===== src/rtl/ball_fsm.sv =====
// Pong ball motion controller: serves from centre, moves once per frame,
// and reacts to one-shot bounce events from the collision logic.
module ball_fsm #(
   parameter int SCREEN_X     = 640,
   parameter int SCREEN_Y     = 480,
   parameter int BALL_SIZE    = 8,
   parameter int BASE_SPEED   = 2,
   parameter int MAX_SPEED    = 6,
   parameter int SERVE_FRAMES = 60
) (
   input  logic       clock,
   input  logic       reset_n,
   input  logic       frame_tick,
   input  logic       start,
   input  logic [1:0] bounce,
   output logic [9:0] ball_pos_x,
   output logic [9:0] ball_pos_y,
   output logic [7:0] ball_size_x,
   output logic [7:0] ball_size_y,
   output logic       dir_x,
   output logic       dir_y,
   output logic [2:0] speed,
   output logic       serving
);

   localparam int CNT_W = (SERVE_FRAMES < 2) ? 1 : $clog2(SERVE_FRAMES + 1);

   localparam logic [9:0]        CX         = 10'(SCREEN_X / 2 - BALL_SIZE / 2);
   localparam logic [9:0]        CY         = 10'(SCREEN_Y / 2 - BALL_SIZE / 2);
   localparam logic signed [10:0] X_MAX     = 11'(SCREEN_X - BALL_SIZE);
   localparam logic signed [10:0] Y_MAX     = 11'(SCREEN_Y - BALL_SIZE);
   localparam logic [2:0]        BASE_SPD   = 3'(BASE_SPEED);
   localparam logic [2:0]        MAX_SPD    = 3'(MAX_SPEED);
   localparam logic [CNT_W-1:0]  SERVE_LOAD = CNT_W'(SERVE_FRAMES);
   localparam logic [CNT_W-1:0]  CNT_ONE    = CNT_W'(1);

   typedef enum logic [1:0] {
      IDLE       = 2'd0,
      SERVE_WAIT = 2'd1,
      MOVING     = 2'd2
   } state_t;

   state_t           state_q, state_d;
   logic [9:0]       x_q, x_d;
   logic [9:0]       y_q, y_d;
   logic             dir_x_q, dir_x_d;
   logic             dir_y_q, dir_y_d;
   logic [2:0]       speed_q, speed_d;
   logic [CNT_W-1:0] cnt_q, cnt_d;
   logic             armed_q, armed_d;
   logic             accepted;

   // One axis step in signed arithmetic so the low edge saturates instead of wrapping.
   function automatic logic [9:0] step_axis(input logic [9:0] pos, input logic dir,
                                            input logic [2:0] spd,
                                            input logic signed [10:0] lim);
      logic signed [10:0] base;
      logic signed [10:0] delta;
      logic signed [10:0] nxt;
      base  = signed'({1'b0, pos});
      delta = signed'({8'b0, spd});
      nxt   = dir ? (base + delta) : (base - delta);
      if (nxt < 0)
         step_axis = 10'd0;
      else if (nxt > lim)
         step_axis = lim[9:0];
      else
         step_axis = nxt[9:0];
   endfunction

   always_ff @(posedge clock) begin
      if (!reset_n) begin
         state_q <= IDLE;
         x_q     <= CX;
         y_q     <= CY;
         dir_x_q <= 1'b1;
         dir_y_q <= 1'b1;
         speed_q <= BASE_SPD;
         cnt_q   <= '0;
         armed_q <= 1'b1;
      end else begin
         state_q <= state_d;
         x_q     <= x_d;
         y_q     <= y_d;
         dir_x_q <= dir_x_d;
         dir_y_q <= dir_y_d;
         speed_q <= speed_d;
         cnt_q   <= cnt_d;
         armed_q <= armed_d;
      end
   end

   always_comb begin
      state_d  = state_q;
      x_d      = x_q;
      y_d      = y_q;
      dir_x_d  = dir_x_q;
      dir_y_d  = dir_y_q;
      speed_d  = speed_q;
      cnt_d    = cnt_q;
      accepted = armed_q && (bounce != 2'b00) && (state_q == MOVING);

      // A held bounce code acts once; re-arm only after the collision logic goes quiet.
      if (bounce == 2'b00)
         armed_d = 1'b1;
      else if (accepted)
         armed_d = 1'b0;
      else
         armed_d = armed_q;

      case (state_q)
         IDLE: begin
            x_d = CX;
            y_d = CY;
            if (start) begin
               state_d = SERVE_WAIT;
               cnt_d   = SERVE_LOAD;
            end
         end
         SERVE_WAIT: begin
            x_d = CX;
            y_d = CY;
            if (frame_tick) begin
               if (cnt_q <= CNT_ONE) begin
                  state_d = MOVING;
                  cnt_d   = '0;
               end else begin
                  cnt_d = cnt_q - CNT_ONE;
               end
            end
         end
         MOVING: begin
            if (accepted && bounce == 2'b11) begin
               x_d     = CX;
               y_d     = CY;
               dir_x_d = ~dir_x_q;
               speed_d = BASE_SPD;
               state_d = SERVE_WAIT;
               cnt_d   = SERVE_LOAD;
            end else begin
               if (accepted && bounce == 2'b01) begin
                  dir_x_d = ~dir_x_q;
                  speed_d = (speed_q >= MAX_SPD) ? MAX_SPD : speed_q + 3'd1;
               end
               if (accepted && bounce == 2'b10)
                  dir_y_d = ~dir_y_q;
               // Motion uses the direction and speed updated by this cycle's bounce.
               if (frame_tick) begin
                  x_d = step_axis(x_q, dir_x_d, speed_d, X_MAX);
                  y_d = step_axis(y_q, dir_y_d, speed_d, Y_MAX);
               end
            end
         end
         default: state_d = IDLE;
      endcase
   end

   always_comb begin
      ball_pos_x  = x_q;
      ball_pos_y  = y_q;
      ball_size_x = 8'(BALL_SIZE);
      ball_size_y = 8'(BALL_SIZE);
      dir_x       = dir_x_q;
      dir_y       = dir_y_q;
      speed       = speed_q;
      serving     = (state_q != MOVING);
   end

endmodule


===== config.mk =====
export PLATFORM = sky130hd
export DESIGN_NAME = ball_fsm
export DESIGN_NICKNAME = d
export VERILOG_FILES = /design/src/rtl/ball_fsm.sv
export SDC_FILE = /design/constraint.sdc
export NUM_CORES = 1
export LEC_CHECK = 0
export BUFFER_PORTS_ARGS = -buffer_cell sky130_fd_sc_hd__buf_2
export CORE_MARGIN = 2
export CORE_UTILIZATION = 64
export CTS_CLUSTER_SIZE = 25
export DETAILED_ROUTE_END_ITERATION = 10
export PLACE_DENSITY = 0.87
export SLEW_MARGIN = 20
export SYNTH_ARGS = -nofsm -noshare
export SYNTH_HDL_FRONTEND = slang
export SYNTH_SLANG_ARGS = --single-unit

===== constraint.sdc =====
create_clock -name clock -period 11.4 [get_ports clock]
set_input_delay 1.71 -clock clock [delete_from_list [all_inputs] [get_ports clock]]
set_output_delay 1.71 -clock clock [all_outputs]
set_load 0.02 [all_outputs]

==> results of run 1 <==
-- final cells by class --
class | count | area share
Multi-Input combinational cell | 407 | 0.708
Sequential cell | 34 | 0.177
Timing Repair Buffer | 31 | 0.0403
Tap cell | 72 | 0.0234
Inverter | 22 | 0.0221
Clock buffer | 5 | 0.0179
Clock inverter | 3 | 0.0117
-- critical path, delay by kind of cell --
| family | cells | cell delay (ns) |
|---|---|---|
| AO/OA/AOI/OAI | 7 | 1.59 |
| AND/OR/NAND/NOR | 5 | 0.99 |
| adder cells (fa/ha/maj) | 2 | 0.70 |
| XOR/XNOR | 1 | 0.66 |
| multiplexers | 1 | 0.28 |
| buffers and inverters | 1 | 0.18 |
-- how the worst max path moves through the flow --
stage,end,slack (ns),cells after the start
global route,ball_pos_x[4],5.12,17
CTS,ball_pos_x[7],5.64,17
floorplan,ball_pos_x[2],5.90,18
detailed placement,ball_pos_x[7],5.35,17
finish,ball_pos_x[0],5.49,17
global placement,ball_pos_x[7],5.52,17
-- per-layer routing --
| layer | track usage | share of wire |
|---|---|---|
| met1 | 0.384 | 0.41 |
| met5 | 0 | 0 |
| met3 | 0.0554 | 0.068 |
| met2 | 0.568 | 0.49 |
| met4 | 0.149 | 0.031 |
-- cell usage after synthesis, types with 4 or more instances --
cell type	count
nor3_1	17
nand3_1	13
dfxtp_1	34
o21ai_0	33
a21oi_1	33
a21o_1	4
ha_1	17
nand2b_1	6
buf_4	17
o211a_1	5
and3_1	4
clkbuf_1	14
inv_1	20
o211ai_1	9
nor2b_1	12
a31oi_1	9
o2111ai_1	5
nand2_1	43
and2_1	6
nor4_1	6
xor2_1	5
o21ai_1	4
or3_1	7
a211oi_1	10
o21a_1	9
nor2_1	38
buf_2	6
xnor2_1	7
-- logic make-up after synthesis --
| logic type | share of synthesized area |
|---|---|
| AOI/OAI and AO/OA | 0.354 |
| xor gates and xnor gates | 0.0465 |
| adders and majority gates | 0.0686 |
| buffers and inverters | 0.0893 |
| DFF | 0.185 |
| muxes | 0.0112 |
| other | 0.00204 |
| and+or+nand+nor | 0.244 |
-- registers in the layout, indices dropped and copies added (netlist names) --
| name | count |
|---|---|
| armed_q | 1 |
| ball_pos_y | 10 |
| speed | 3 |
| cnt_q | 6 |
| ball_pos_x | 10 |
| dir_x | 1 |
| dir_y | 1 |
| state_q | 2 |
-- report_power, final --
part | switching [mW] | internal (mW)
sequential | 0.00413 | 0.122
combinational | 0.0379 | 0.0210
clock | 0.0522 | 0.0650
-- metrics by stage --
stage	area, sq um	worst slack, ns	hold WS, ns	instances
finish	3850	5.49	0.504	574
detailed placement	3740	5.35	0.502	566
floorplan	3740	5.90	0.483	505
global route	3850	5.12	0.516	574
CTS	3850	5.64	0.511	574
global placement	3740	5.52	0.485	566
==> results by group, run 1 <==
Worst setup path
  • Worst Setup SP: bounce[0]
  • Worst-path maximum fanout: 11
  • CP arrival: 6.11 ns
  • Critical path's slowest cell: xnor2_1
  • Worst r2r path cells: 15
  • Cells along the critical path: buf_2, nand4b_2, nor2_1, nand2_1, mux2i_1, ha_1, nand2_1, o21ai_0, ha_1, nand4_1, o21bai_1, a2111oi_0, o32a_1, a31oi_1, xnor2_1, a21oi_1, o22a_1
  • Worst EP required: 11.60 ns
  • Critical path's largest stage delay: 0.66 ns
  • RR Endpoint: ball_pos_x[0]
  • Reg2reg start: speed[0]
  • Crit end category: flip-flop
  • CP startpoint kind: input pin
  • Critical path class: input pin to flip-flop
  • R2R setup slack: 6.20 ns

Global routing
  • Global-route wire length before repair: 16500 um
  • Largest net degree at the start of global routing: 31
  • Initial antenna violation count: 0
  • Global-route usage over all layers: 0.325
  • Grt ovf: 0
  • Vias in the first global route: 3590

Logic synthesis
  • Prevailing post-synth register cell: dfxtp_1
  • Asr flop ratio synth: 0
  • Post-Synthesis Cells: 491
  • Synth area leaders: dfxtp_1 18%, ha_1 5.8%, a21oi_1 4.5%, o21ai_0 4.5%, nand2_1 4.4%
  • Synth top area share: 0.185
  • Number of synthesized register bits: 34
  • Yosys Warn Count: 0
  • Cell variety after synth: 91
  • Mapped cell area: 0.00369 sq mm
  • Post-synthesis sequential area ratio: 0.185
  • Post-synth top area cell: dfxtp_1
  • Post-synth EDFFs: 0
  • Avg Inst Size Synth: 7.51 sq um

Timing
  • Worst slew margin: 0.343
  • Slew Limit Fails: 0
  • Final setup viols: 0
  • Fin Setup TNS: 0 ns
  • Final Cycle Share: 0.519
  • Setup Skew: 0.00318 ns
  • Worst Max-Slew Pin Slew: 0.972 ns
  • RSZ-0062 raised after global routing: no
  • Hold Vio Cnt, Final: 0
  • Final worst path period need: 5.91 ns
  • Fmax: 169 MHz

CTS
  • CTS Hold Bufs: 0
  • CTS root buffer: clkbuf_8
  • Num CTS Buffers: 5
  • Setup Buffers After CTS: 0
  • CTS tree: yes
  • CTS clk-pin slew, worst paths: 0.07 ns
  • Post-CTS Resized: 0
  • CTS sink cnt: 34
  • Max Buffers Root-to-Sink: 2
  • Clk_lat worst skew: 0.30 ns
  • Htree depth: 2

Floorplan
  • CORE AREA: 0.00554 sq mm
  • Starting Density: 0.665
  • Die area: 0.00638 sq mm
  • Die X: 79.9 um
  • Boundary pin count: 48
  • Height of the die: 79.9 um
  • FP Rows: 27

Detailed routing
  • DR iter-0 viols: 338
  • Post-DRT Antenna Nets: 0
  • Post-route DRC: 0
  • Iteration count of the initial detailed-routing pass: 5
  • Mean routed wirelength per cell: 17.9 um
  • Routed WL: 10300 um
  • Post-DR vias/cell: 6.81
  • Detailed-route via count: 3911

Flow run
  • Max-capacitance violation count: 0

Power and ir drop
  • PwrDens: 78.4 mW/mm^2
  • Worst IR Drop VDD: 83.3 uV
  • Lkg Pwr: 1.52 nW
  • Total power: 0.302 mW

Cells and area
  • Commonest non-fill, non-tap cell in the layout: nand2_1
  • Layout cells sized above 1: 0.131
  • Area Overhead vs Synth: 4.55%
  • Nets: 526
  • Commonest non-fill, non-tap cells in the layout: 43 x nand2_1, 38 x nor2_1, 34 x dfxtp_1
  • Fill cell count: 474
  • Antenna Cells: 0
  • Area of the multi-input gates: 0.00273 sq mm
  • Final core utilization: 0.696
  • Register area: 681 sq um

Placed design
  • Final GP Congestion: 0.951
  • Dpl hpwl: 7610 um
  • Port bufs: 31

Hold path
  • HP Class: flip-flop to flip-flop
  • Hold depth: 2
  • Sink of the worst hold path: ball_pos_x[7]
  • Hold Startpoint: ball_pos_x[7]

Status
  • Outcome: finished clean
No activity file was read; power rests on OpenSTA's default activity.
==> inputs of run 2 (changes only) <==
--- a/config.mk
+++ b/config.mk
@@ -7,10 +7,10 @@
 export LEC_CHECK = 0
 export BUFFER_PORTS_ARGS = -buffer_cell sky130_fd_sc_hd__buf_2
 export CORE_MARGIN = 2
-export CORE_UTILIZATION = 64
+export CORE_UTILIZATION = 59
 export CTS_CLUSTER_SIZE = 25
 export DETAILED_ROUTE_END_ITERATION = 10
-export PLACE_DENSITY = 0.87
+export PLACE_DENSITY = 0.81
 export SLEW_MARGIN = 20
 export SYNTH_ARGS = -nofsm -noshare
 export SYNTH_HDL_FRONTEND = slang
==> constraint.sdc (replaced) <==
create_clock -name clock -period 6.19 [get_ports clock]
set_input_delay 0.9285 -clock clock [delete_from_list [all_inputs] [get_ports clock]]
set_output_delay 0.9285 -clock clock [all_outputs]
set_load 0.02 [all_outputs]
==> run 2 against run 1 <==
Non-clock buffer count stayed put. Via count is 2.9% lower. Critical path depth is 2 lower. Routed wire length is 4.9% lower. Cell count is 0.52% higher. Clock skew is 0.0056 ns higher. Utilization is 4.8 points lower. Die area is 8.0% higher. Sequential cell count stayed put. Highest routed layer unchanged. Critical path type is now flip-flop to flip-flop. Register-to-register slack worse by 5.1 ns. Total power is 95% higher. Combinational power is 84% higher.
==> results by group, run 2 (synthesis gave the netlist of run 1 again) <==
Status
  • Outcome: finished clean (unchanged)

Floorplan
  • Boundary pin count: 48 (unchanged)
  • FP Rows: 28 (was 27)
  • Die area: 0.00690 sq mm (was 0.00638 sq mm)
  • Starting Density: 0.615 (was 0.665)
  • CORE AREA: 0.00599 sq mm (was 0.00554 sq mm)
  • Die X: 83.0 um (was 79.9 um)
  • Height of the die: 83.0 um (was 79.9 um)

Timing
  • Slew Limit Fails: 0 (unchanged)
  • Setup Skew: 0.00881 ns (was 0.00318 ns)
  • Final worst path period need: 5.10 ns
  • Final setup margin: 1.09 ns (was 5.49 ns)
  • Final setup viols: 0 (unchanged)
  • Worst slew margin: 0.448 (was 0.343)
  • RSZ-0062 raised after global routing: no (unchanged)
  • Hold slack: 0.496 ns (was 0.504 ns)
  • Worst Max-Slew Pin Slew: 0.820 ns (was 0.972 ns)
  • Final Cycle Share: 0.824
  • Fin Setup TNS: 0 ns (unchanged)
  • Fmax: 196 MHz
  • Hold Vio Cnt, Final: 0 (unchanged)

Worst setup path
  • Reg2reg start: speed[0] (unchanged)
  • Crit end category: flip-flop (unchanged)
  • CP arrival: 5.29 ns (was 6.11 ns)
  • Critical path's largest stage delay: 0.63 ns (was 0.66 ns)
  • Worst EP required: 6.38 ns (was 11.60 ns)
  • Worst Setup SP: speed[0] (was bounce[0])
  • Cell mode on critical path: ha_1
  • Critical path class: flip-flop to flip-flop (was input pin to flip-flop)
  • Worst-path maximum fanout: 15 (was 11)
  • CP Buf/Inv Count: 2 (was 1)
  • CP startpoint kind: flip-flop (was input pin)
  • Cells along the critical path: inv_1, ha_1, and4bb_2, o211ai_2, a21oi_2, inv_2, ha_1, nand4_1, o21bai_1, a2111oi_0, o32a_1, a31oi_1, xnor2_1, a21oi_1, o22a_1 (was buf_2, nand4b_2, nor2_1, nand2_1, mux2i_1, ha_1, nand2_1, o21ai_0, ha_1, nand4_1, o21bai_1, a2111oi_0, o32a_1, a31oi_1, xnor2_1, a21oi_1, o22a_1)
  • Largest delay share family, worst path: compound AO/OA/AOI/OAI gates (unchanged)
  • Critical path's slowest cell: xnor2_1 (unchanged)

Detailed routing
  • Post-route DRC: 0 (unchanged)
  • Iteration count of the initial detailed-routing pass: 5 (unchanged)
  • DR iter-0 viols: 191 (was 338)
  • Detailed-route via count: 3797 (was 3911)
  • Routed WL: 9780 um (was 10300 um)
  • Post-DR vias/cell: 6.58 (was 6.81)
  • Post-DRT Antenna Nets: 0 (unchanged)
  • Mean routed wirelength per cell: 17.0 um (was 17.9 um)

CTS
  • Max Buffers Root-to-Sink: 2 (unchanged)
  • Post-CTS Resized: 0 (unchanged)
  • CTS tree: yes (unchanged)
  • CTS sink cnt: 34 (unchanged)
  • Htree depth: 2 (unchanged)
  • CTS root buffer: clkbuf_8 (unchanged)
  • CTS clk-pin slew, worst paths: 0.07 ns (about the same)
  • CTS Hold Bufs: 0 (unchanged)
  • Clk_lat worst skew: 0.30 ns (about the same)
  • Setup Buffers After CTS: 0 (unchanged)
  • Num CTS Buffers: 5 (unchanged)

Flow run
  • Max-capacitance violation count: 0 (unchanged)

Global routing
  • Vias in the first global route: 3407 (was 3590)
  • Initial antenna violation count: 0 (unchanged)
  • Grt ovf: 0 (unchanged)
  • Largest net degree at the start of global routing: 31 (unchanged)
  • Global-route usage over all layers: 0.279 (was 0.325)
  • Global-route wire length before repair: 16100 um (was 16500 um)

Placed design
  • Placed Area: 0.00374 sq mm (about the same)
  • Post-Place Setup Slack: 0.904 ns (was 5.35 ns)
  • Dpl hpwl: 7410 um (was 7610 um)
  • Final GP Congestion: 0.926 (was 0.951)
  • Port bufs: 31 (unchanged)

Power and ir drop
  • Internal power: 0.425 mW (was 0.208 mW)
  • Sw Ratio: 0.281 (was 0.312)
  • Seq pwr share: 0.393 (was 0.418)
  • Clock share of power: 0.425 (was 0.388)
  • PwrDens: 152 mW/mm^2 (was 78.4 mW/mm^2)
  • Total power: 0.591 mW (was 0.302 mW)
  • Lkg Pwr: 1.54 nW (was 1.52 nW)
  • Logic pwr share: 0.182 (was 0.195)
  • NetSw: 0.166 mW (was 0.0942 mW)
  • Worst IR Drop VDD: 133 uV (was 83.3 uV)

Cells and area
  • Nets: 526 (unchanged)
  • Area Overhead vs Synth: 5.30% (was 4.55%)
  • Commonest non-fill, non-tap cell in the layout: nand2_1 (unchanged)
  • Layout cells sized above 1: 0.131 (unchanged)
  • Fill cell count: 565 (was 474)
  • Antenna Cells: 0 (unchanged)
  • Commonest non-fill, non-tap cells in the layout: 43 x nand2_1, 38 x nor2_1, 34 x dfxtp_1 (unchanged)
  • Finished Cell Area: 0.00388 sq mm (was 0.00385 sq mm)

Hold path
  • Hold Startpoint: ball_pos_x[7] (unchanged)
  • HP Class: flip-flop to flip-flop (unchanged)
## run 2: cell types whose count changed in the layout (fill, tap and decap cells not counted), sizes merged
cell	before	now
clkinv	0	1
clkinvlp	2	0
bufinv	1	2
## run 2: power by group through the flow
stage | sequential [mW] | combinational (mW) | clock, mW
final | 0.232 | 0.108 | 0.251
after global routing | 0.233 | 0.119 | 0.264
after CTS | 0.232 | 0.105 | 0.256
after detailed placement | 0.237 | 0.105 | 0
after global placement | 0.237 | 0.102 | 0
after floorplan | 0.236 | 0.0945 | 0
## run 2: layout make-up
type / instances / area (sq um) / area share
multi-input combinational: 407 / 2730 / 0.703
sequential: 34 / 681 / 0.175
timing repair buffer: 31 / 155 / 0.0400
tap: 75 / 93.8 / 0.0242
inverter: 22 / 85.1 / 0.0219
clock buffer: 5 / 68.8 / 0.0177
clock inverter: 3 / 68.8 / 0.0177
## run 2: worst paths after layout
check                  end  cells past startpoint  slack [ns]
min reg2reg  ball_pos_x[7]                      2        0.50
max          ball_pos_x[0]                     15        1.09
min          ball_pos_x[7]                      2        0.50
max reg2reg  ball_pos_x[0]                     15        1.09
## run 2: routing by layer
layer  part of all wire  GRT usage  vias to the layer above
met3              0.060     0.0527                       32
met1               0.42      0.338                     1768
li1                   -          -                     1838
met4              0.024      0.104                        0
met2               0.49      0.488                      159
met5                  0          0                        -
## run 2: stage by stage
step	utilization	std cells
after global placement	0.625	569
after global routing	0.648	577
after CTS	0.648	577
final	0.648	577
after floorplan	-	505
after detailed placement	0.625	569
## run 2: worst register-to-register path, cell delays in order, from the launching register on
cell	delay [ns]
dfxtp_1	0.58
inv_1	0.16
ha_1	0.26
and4bb_2	0.32
o211ai_2	0.17
a21oi_2	0.62
inv_2	0.24
ha_1	0.42
nand4_1	0.12
o21bai_1	0.22
a2111oi_0	0.56
o32a_1	0.22
a31oi_1	0.11
xnor2_1	0.63
a21oi_1	0.16
o22a_1	0.23
